### src/rtl/vending_machine_pkg.sv
// Shared types and constants for the vending machine datapath stages.
// Coin denominations are indexed in ascending value order.
package vending_machine_pkg;

  localparam int unsigned kNumCoins   = 3;
  localparam int unsigned kTotalBits  = 31;
  localparam int unsigned kWaitCycles = 100;
  localparam int unsigned kWaitBits   = 32;

  typedef logic [kTotalBits-1:0] money_t;
  typedef logic [kNumCoins-1:0]  coin_vec_t;
  typedef logic [kWaitBits-1:0]  wait_t;

  localparam money_t kCoinValue0 = money_t'(100);
  localparam money_t kCoinValue1 = money_t'(500);
  localparam money_t kCoinValue2 = money_t'(1000);

  localparam wait_t kWaitReload = wait_t'(kWaitCycles);

  typedef enum logic {
    IDLE   = 1'b0,
    RETURN = 1'b1
  } state_e;

  // Monetary value of a one-hot coin vector; zero when no coin is set.
  function automatic money_t coin_vec_value(input coin_vec_t coins);
    money_t v;
    v = '0;
    case (coins)
      3'b001:  v = kCoinValue0;
      3'b010:  v = kCoinValue1;
      3'b100:  v = kCoinValue2;
      default: v = '0;
    endcase
    return v;
  endfunction

endpackage

### src/rtl/coin_select.sv
// Picks the largest denomination that still fits in the remaining balance.
// Purely combinational; fit is low when the balance is below the smallest coin.
module coin_select
  import vending_machine_pkg::*;
(
  input  money_t    remaining,
  output coin_vec_t coin,
  output logic      fit
);

  always_comb begin
    coin = '0;
    fit  = 1'b0;
    if (remaining >= kCoinValue2) begin
      coin = 3'b100;
      fit  = 1'b1;
    end else if (remaining >= kCoinValue1) begin
      coin = 3'b010;
      fit  = 1'b1;
    end else if (remaining >= kCoinValue0) begin
      coin = 3'b001;
      fit  = 1'b1;
    end
  end

endmodule

### src/rtl/change_return_sequencer.sv
// Inactivity timer and greedy change-return sequencer, one coin per cycle.
// Define VM_TIMEOUT_RETURN_EN to let an expired inactivity timer start a return.
module change_return_sequencer
  import vending_machine_pkg::*;
(
  input  logic                  clk,
  input  logic                  reset,
  input  logic [kTotalBits-1:0] i_current_total,
  input  logic                  i_activity,
  input  logic                  i_trigger_return,
  output logic [kNumCoins-1:0]  o_return_coin,
  output logic [kWaitBits-1:0]  o_wait_time,
  output logic                  o_busy,
  output logic                  o_residue
);

  state_e    state, state_next;
  money_t    remaining, remaining_next;
  coin_vec_t coin_next;
  coin_vec_t sel_coin;
  logic      sel_fit;
  logic      busy_next, residue_next;
  wait_t     wait_next;
  logic      start_c;
  logic      timeout_c;

  coin_select u_coin_select (
    .remaining (remaining),
    .coin      (sel_coin),
    .fit       (sel_fit)
  );

`ifdef VM_TIMEOUT_RETURN_EN
  assign timeout_c = (o_wait_time == '0) && (i_current_total != '0);
`else
  logic unused_activity;
  assign unused_activity = i_activity;
  assign timeout_c = 1'b0;
`endif

  assign start_c = i_trigger_return || timeout_c;

  // State and registered outputs.
  always_ff @(posedge clk) begin
    if (reset) begin
      state         <= IDLE;
      remaining     <= '0;
      o_return_coin <= '0;
      o_wait_time   <= kWaitReload;
      o_busy        <= 1'b0;
      o_residue     <= 1'b0;
    end else begin
      state         <= state_next;
      remaining     <= remaining_next;
      o_return_coin <= coin_next;
      o_wait_time   <= wait_next;
      o_busy        <= busy_next;
      o_residue     <= residue_next;
    end
  end

  // Next-state logic.
  always_comb begin
    state_next = state;
    case (state)
      IDLE:    if (start_c) state_next = RETURN;
      RETURN:  if (!sel_fit) state_next = IDLE;
      default: state_next = IDLE;
    endcase
  end

  // Next values of the datapath and outputs.
  always_comb begin
    remaining_next = remaining;
    coin_next      = '0;
    busy_next      = 1'b0;
    residue_next   = o_residue;
    wait_next      = o_wait_time;
    case (state)
      IDLE: begin
        if (start_c) begin
          remaining_next = i_current_total;
          residue_next   = 1'b0;
          wait_next      = kWaitReload;
        end else begin
`ifdef VM_TIMEOUT_RETURN_EN
          if (i_current_total == '0 || i_activity) begin
            wait_next = kWaitReload;
          end else if (o_wait_time != '0) begin
            wait_next = o_wait_time - wait_t'(1);
          end
`else
          wait_next = kWaitReload;
`endif
        end
      end
      RETURN: begin
        wait_next = kWaitReload;
        if (sel_fit) begin
          coin_next      = sel_coin;
          busy_next      = 1'b1;
          remaining_next = remaining - coin_vec_value(sel_coin);
        end else begin
          residue_next = (remaining != '0);
        end
      end
      default: ;
    endcase
  end

endmodule

### config.mk
export PLATFORM = sky130hd
export DESIGN_NAME = change_return_sequencer
export DESIGN_NICKNAME = d
export VERILOG_FILES = /design/src/rtl/vending_machine_pkg.sv /design/src/rtl/coin_select.sv /design/src/rtl/change_return_sequencer.sv
export SDC_FILE = /design/constraint.sdc
export NUM_CORES = 1
export LEC_CHECK = 0
export ABC_CLOCK_PERIOD_IN_PS = 7490
export BUFFER_PORTS_ARGS = -buffer_cell sky130_fd_sc_hd__buf_2
export CAP_MARGIN = 5
export CORE_MARGIN = 2
export CORE_UTILIZATION = 45
export CTS_CLUSTER_SIZE = 16
export DETAILED_ROUTE_END_ITERATION = 8
export PLACE_DENSITY = 0.74
export SYNTH_ARGS = -nofsm -noshare
export SYNTH_HDL_FRONTEND = slang
export SYNTH_SLANG_ARGS = --single-unit
### constraint.sdc
create_clock -name clk -period 7.49 [get_ports clk]
set_input_delay 1.498 -clock clk [delete_from_list [all_inputs] [get_ports clk]]
set_output_delay 1.498 -clock clk [all_outputs]
set_load 0.05 [all_outputs]
==> flow_summary.json, run 1 <==
{
  "arrival_ns": 4.71,
  "cts_tree": "yes",
  "synth_top_area_share": 0.2692,
  "routedWlPerCell_um": 15.37,
  "leakage_nw": 1.210,
  "place.port_buffers": 38,
  "power_density_nw_per_um2": 200.1,
  "cts.sinks": 37,
  "seq_area_frac_synth": 0.2692,
  "die_w_um": 82.20,
  "critPathRequiredTime_ns": 7.66,
  "cts_made_buffers": 5,
  "design.core.area_um2": 5921,
  "period_share": 0.6064,
  "setup_tns_ns": 0,
  "yosys-top-cells-count": "37 x dfxtp_1, 33 x buf_4, 28 x nand2_1",
  "hold_end": "remaining[1]",
  "vias_per_cell": 5.816,
  "worstSkewPairLatency_ns": 0.29,
  "start_util": 0.4647,
  "track_usage": 0.2045,
  "syn_inst": 330,
  "hold_start": "remaining[1]",
  "regToRegSetupSlack_ns": 2.95,
  "peakVddDrop_v": 0.0001034,
  "r2r_end": "remaining[24]",
  "hpwlAfterDp_mm": 4.866,
  "yosys_most_used_dff": "dfxtp_1",
  "drive_gt1_frac": 0.1950,
  "fillCellCount": 635,
  "hp-class": "reg -> reg",
  "slew_viol_final": 0,
  "firstDrtPassIters": 4,
  "grt_pass1_vias": 2272,
  "ioPinCount": 72,
  "r2r_cells": 12,
  "setup-violations-final": 0,
  "drc": 0,
  "synth_area_leaders": "dfxtp_1 27%, buf_4 9.0%, a21oi_1 4.2%, nand2_1 3.8%, ha_1 3.6%",
  "area_delta_synth_final_pct": 4.638,
  "grt_pass1_wl_mm": 10.70,
  "synth_edf_count": 0,
  "grt_max_degree": 38,
  "final_antenna_net_count": 0,
  "rsz0062_at_grt": "false",
  "fin_crit_ns": 4.542,
  "post_cts_resized": 0,
  "grt_overflow_total": 0,
  "syn_area_per_cell_um2": 8.338,
  "cp-end-kind": "flip-flop",
  "clk_pin_slew_ns": 0.07,
  "synth_seq_cells": 37,
  "slew_headroom": 0.3127,
  "clk_path_buf_depth": 2,
  "cts_max_level": 2,
  "critPathMaxFanout": 8,
  "cap_violations": 0,
  "synth_largest_area_cell": "dfxtp_1",
  "crit_type": "reg -> reg",
  "dieHeight_um": 82.20,
  "synth-warning-count": 0,
  "dieArea_um2": 6756,
  "cts_setup_buffers": 0,
  "wirelength_mm": 6.672,
  "worst_pin_slew_ns": 1.031,
  "hold_violations": 0,
  "antenna_found_initial": 0,
  "startpoint_type": "flip-flop",
  "finalClockSkew_ns": 0.004329,
  "holdWs_ns": 0.4624,
  "via_count": 2524,
  "drtIter0Drc": 186,
  "diodes": 0,
  "ys_async_sr_fraction": 0,
  "final_nets": 403,
  "status": "completed",
  "holdBufCountCts": 0,
  "r2r_start": "remaining[10]",
  "synth_area_um2": 2751,
  "rows": 28,
  "cts_root_buf": "clkbuf_8",
  "min_delay_path_depth": 2,
  "gp_congestion": 0.9017,
  "fmax_mhz": 220.2,
  "ys_types": 60,
  "yosysMostFrequentCell": "dfxtp_1"
}
critical path: stages (launching register included):
cell      delay [ns]
dfxtp_1         0.38
or4_1           0.71
nor2_1          0.24
o21ai_0         0.15
nor3_1          0.56
nand2_1         0.17
ha_1            0.39
a211oi_1        0.41
nor4_1          0.16
nor4b_2         0.57
nand2b_1        0.22
o311ai_0        0.31
o21ai_0         0.12
cell families after synthesis:
group | Yosys count | share of synthesized area
compound gates | 98 | 0.2647
xor+xnor | 7 | 0.02228
fa+ha+maj | 9 | 0.04366
buf+inv | 54 | 0.1414
flops | 37 | 0.2692
mux | 7 | 0.02547
other cells | 2 | 0.002730
simple gates | 116 | 0.2306
flip-flops by register name (all words and copies together), names as in the netlist:
name,count
o_return_coin,3
o_busy,1
state,1
remaining,31
o_residue,1
through the flow:
stage               area (um^2)  utilization  total power, mW  cells  setup WS (ns)
global placement           2793       0.4717           0.4285    427          3.151
CTS                        2879       0.4863           0.5756    434          3.043
finish                     2879       0.4863           0.5761    434          2.948
floorplan                  2864            -           0.4103    360          3.657
detailed placement         2793       0.4717           0.4330    427          3.059
global route               2879       0.4863           0.6089    434          2.577
where the power goes:
| group | total (mW) | internal [mW] | leakage, nW | switching (mW) |
|---|---|---|---|---|
| registers | 0.235 | 0.214 | 0.306 | 0.0210 |
| logic | 0.196 | 0.0649 | 0.860 | 0.131 |
| clock network | 0.144 | 0.0731 | 0.0443 | 0.0714 |
worst max-delay path by stage:
stage	from	end
final	remaining[10]	remaining[24]
after detailed placement	remaining[10]	remaining[24]
after global placement	remaining[10]	remaining[26]
after global routing	remaining[10]	remaining[26]
after CTS	remaining[10]	remaining[26]
after floorplan	remaining[10]	remaining[11]
routing by layer:
metal	share of wire	wire length (um)	GRT usage	up-vias
met5	0	0	0	-
met4	0.013	86	0.07000	0
met3	0.078	520	0.03370	7
met2	0.47	3105	0.3210	119
met1	0.44	2960	0.2832	1166
li1	-	-	-	1232
cells in the final DEF (no fill, tap or decap), drive strengths merged, types with 3 or more instances in the layout:
cell     n
a211oi   9
a21o     7
a21oi   25
a31oi    7
a32oi    4
buf     39
clkbuf   7
conb    32
dfxtp   37
ha       8
inv      7
mux2i    7
nand2   28
nand2b   3
nand3    8
nor2    22
nor2b    3
nor3    12
nor4     9
o211ai   5
o21ai   14
o311ai   6
o31ai    3
or2      3
or3     12
or4      6
xnor2    7
cell type report:
class	count	area, um^2	share of cell area
clock buffers	7	86.33	0.02999
well taps	75	93.84	0.03259
flip-flops and latches	37	740.7	0.2573
repair buffers	39	197.7	0.06867
inverters	7	26.28	0.009126
multi-input cells	269	1734	0.6023
Note: power is estimated with default switching activity, not from simulation.
==> run 2, diff against run 1 <==
ABC_CLOCK_PERIOD_IN_PS = 4700   (was 7490)
clock period = 4.7 ns   (was 7.49 ns; I/O delays follow)
==> run 2 against run 1 <==
Against the previous run: first-iteration DRC count increased by 9.1%; via count increased by 2.3%; worst setup slack got worse by 2.5 ns; count of clock-buffer cells in the layout increased by 1; critical path depth increased by 1; hold slack improved by 0.0063 ns; critical path type unchanged.
==> flow_summary.json, run 2 (synthesis results as in run 1) <==
{
  "grt_overflow_total": 0,
  "grt_pass1_wl_mm": 10.46,
  "path_delay_family": "simple AND/OR/NAND/NOR gates",
  "startpoint_type": "flip-flop",
  "cts_max_level": 2,
  "drive_gt1_frac": 0.1961,
  "dieArea_um2": 6756,
  "final_cell_count_no_fill": 437,
  "drtIter0Drc": 203,
  "track_usage": 0.1995,
  "hpwlAfterDp_mm": 4.731,
  "path_cells": "or3_1, nor3_1, nand3_1, nor4_1, ha_1, inv_1, fa_1, a211oi_1, nor4_1, nor4b_2, nand2b_1, or3_1, a21oi_1",
  "final_antenna_net_count": 0,
  "hold_violations": 0,
  "largest_reg_flops": 31,
  "design_area_um2": 2888,
  "leakage_nw": 1.216,
  "cp_num_buf_inv": 1,
  "regToRegSetupSlack_ns": 0.43,
  "worstSkewPairLatency_ns": 0.29,
  "peakVddDrop_v": 0.0001363,
  "hp-class": "reg -> reg",
  "diodes": 0,
  "dp_cells": 429,
  "cp_slowest_stage_delay_ns": 0.55,
  "ioPinCount": 72,
  "vias_per_cell": 5.911,
  "status": "completed",
  "post_cts_resized": 0,
  "setup-violations-final": 0,
  "grt_max_degree": 38,
  "cts_setup_buffers": 0,
  "dieHeight_um": 82.20,
  "cts_tree": "yes",
  "fillCellCount": 614,
  "drc": 0,
  "clk_pin_slew_ns": 0.08,
  "setup_tns_ns": 0,
  "cap_violations": 0,
  "top_regs": "remaining x31, o_return_coin x3",
  "start_util": 0.4647,
  "gp_congestion": 0.9039,
  "cts_root_buf": "clkbuf_8",
  "design.core.area_um2": 5921,
  "cts.sinks": 37,
  "final_cell_mix": "38 x buf_2, 37 x dfxtp_1, 32 x conb_1, 28 x nand2_1, 23 x a21oi_1",
  "via_count": 2583,
  "area_delta_synth_final_pct": 4.957,
  "rows": 28,
  "final_nets": 405,
  "holdBufCountCts": 0,
  "critPathMaxFanout": 6,
  "antenna_found_initial": 0,
  "final_common_cell": "buf_2",
  "final_core_utilization": 0.4877,
  "slowest_stage": "nor4b_2",
  "critPathRequiredTime_ns": 4.92,
  "fmax_mhz": 234.2,
  "cts_made_buffers": 5,
  "rsz0062_at_grt": "false",
  "fin_crit_ns": 4.270,
  "crit_type": "reg -> reg",
  "firstDrtPassIters": 5,
  "routedWlPerCell_um": 14.97,
  "grt_pass1_vias": 2245,
  "top_register": "remaining",
  "finalPower_mw": 0.9043,
  "period_share": 0.9084,
  "power_density_nw_per_um2": 313.2,
  "slew_viol_final": 0,
  "worst_pin_slew_ns": 1.062,
  "cp-end-kind": "flip-flop",
  "place.port_buffers": 38,
  "finalClockSkew_ns": 0.007359,
  "clk_path_buf_depth": 2,
  "post_dp_cell_area_um2": 2808,
  "arrival_ns": 4.49,
  "slew_headroom": 0.2906,
  "wirelength_mm": 6.541,
  "die_w_um": 82.20
}
==> run 2: per-layer routing <==
| metal | wire length, um | part of all wire | track usage | up-vias |
|---|---|---|---|---|
| met5 | 0 | 0 | 0 | - |
| met1 | 2973 | 0.45 | 0.2682 | 1217 |
| li1 | - | - | - | 1233 |
| met4 | 103 | 0.016 | 0.08333 | 0 |
| met2 | 2930 | 0.45 | 0.3177 | 121 |
| met3 | 533 | 0.081 | 0.03043 | 12 |
==> run 2: worst paths after layout <==
check | startpoint | end | cells past startpoint
worst max-delay path | remaining[17] | remaining[26] | 13
worst min-delay path | remaining[1] | remaining[1] | 2
worst max register to register | remaining[17] | remaining[26] | 13
worst min register to register | remaining[1] | remaining[1] | 2
==> run 2: worst min-delay path: stages, from the launching register on <==
cell     delay (ns)
dfxtp_1        0.31
nand2_1        0.06
a21oi_1        0.05
==> run 2: layout make-up <==
type / instances / area [um^2] / area share
Multi-Input combinational cell: 269 / 1734 / 0.6005
Clock buffer: 8 / 80.08 / 0.02773
Tap cell: 75 / 93.84 / 0.03250
Sequential cell: 37 / 740.7 / 0.2565
Inverter: 7 / 26.28 / 0.009099
Timing Repair Buffer: 41 / 212.7 / 0.07366
==> run 2: stage by stage <==
stage                     hold slack [ns]  worst slack (ns)
final                              0.4687            0.4304
after global routing               0.5005           0.02897
after floorplan                    0.4360            0.8671
after detailed placement           0.4583            0.4503
after global placement             0.4536            0.5194
after CTS                          0.4670            0.4256
==> run 2: report_power, final <==
group	switching, mW	internal (mW)	leakage [nW]
clock network	0.111	0.105	0.0395
logic	0.206	0.104	0.871
registers	0.0350	0.342	0.306
total	0.353	0.552	1.22
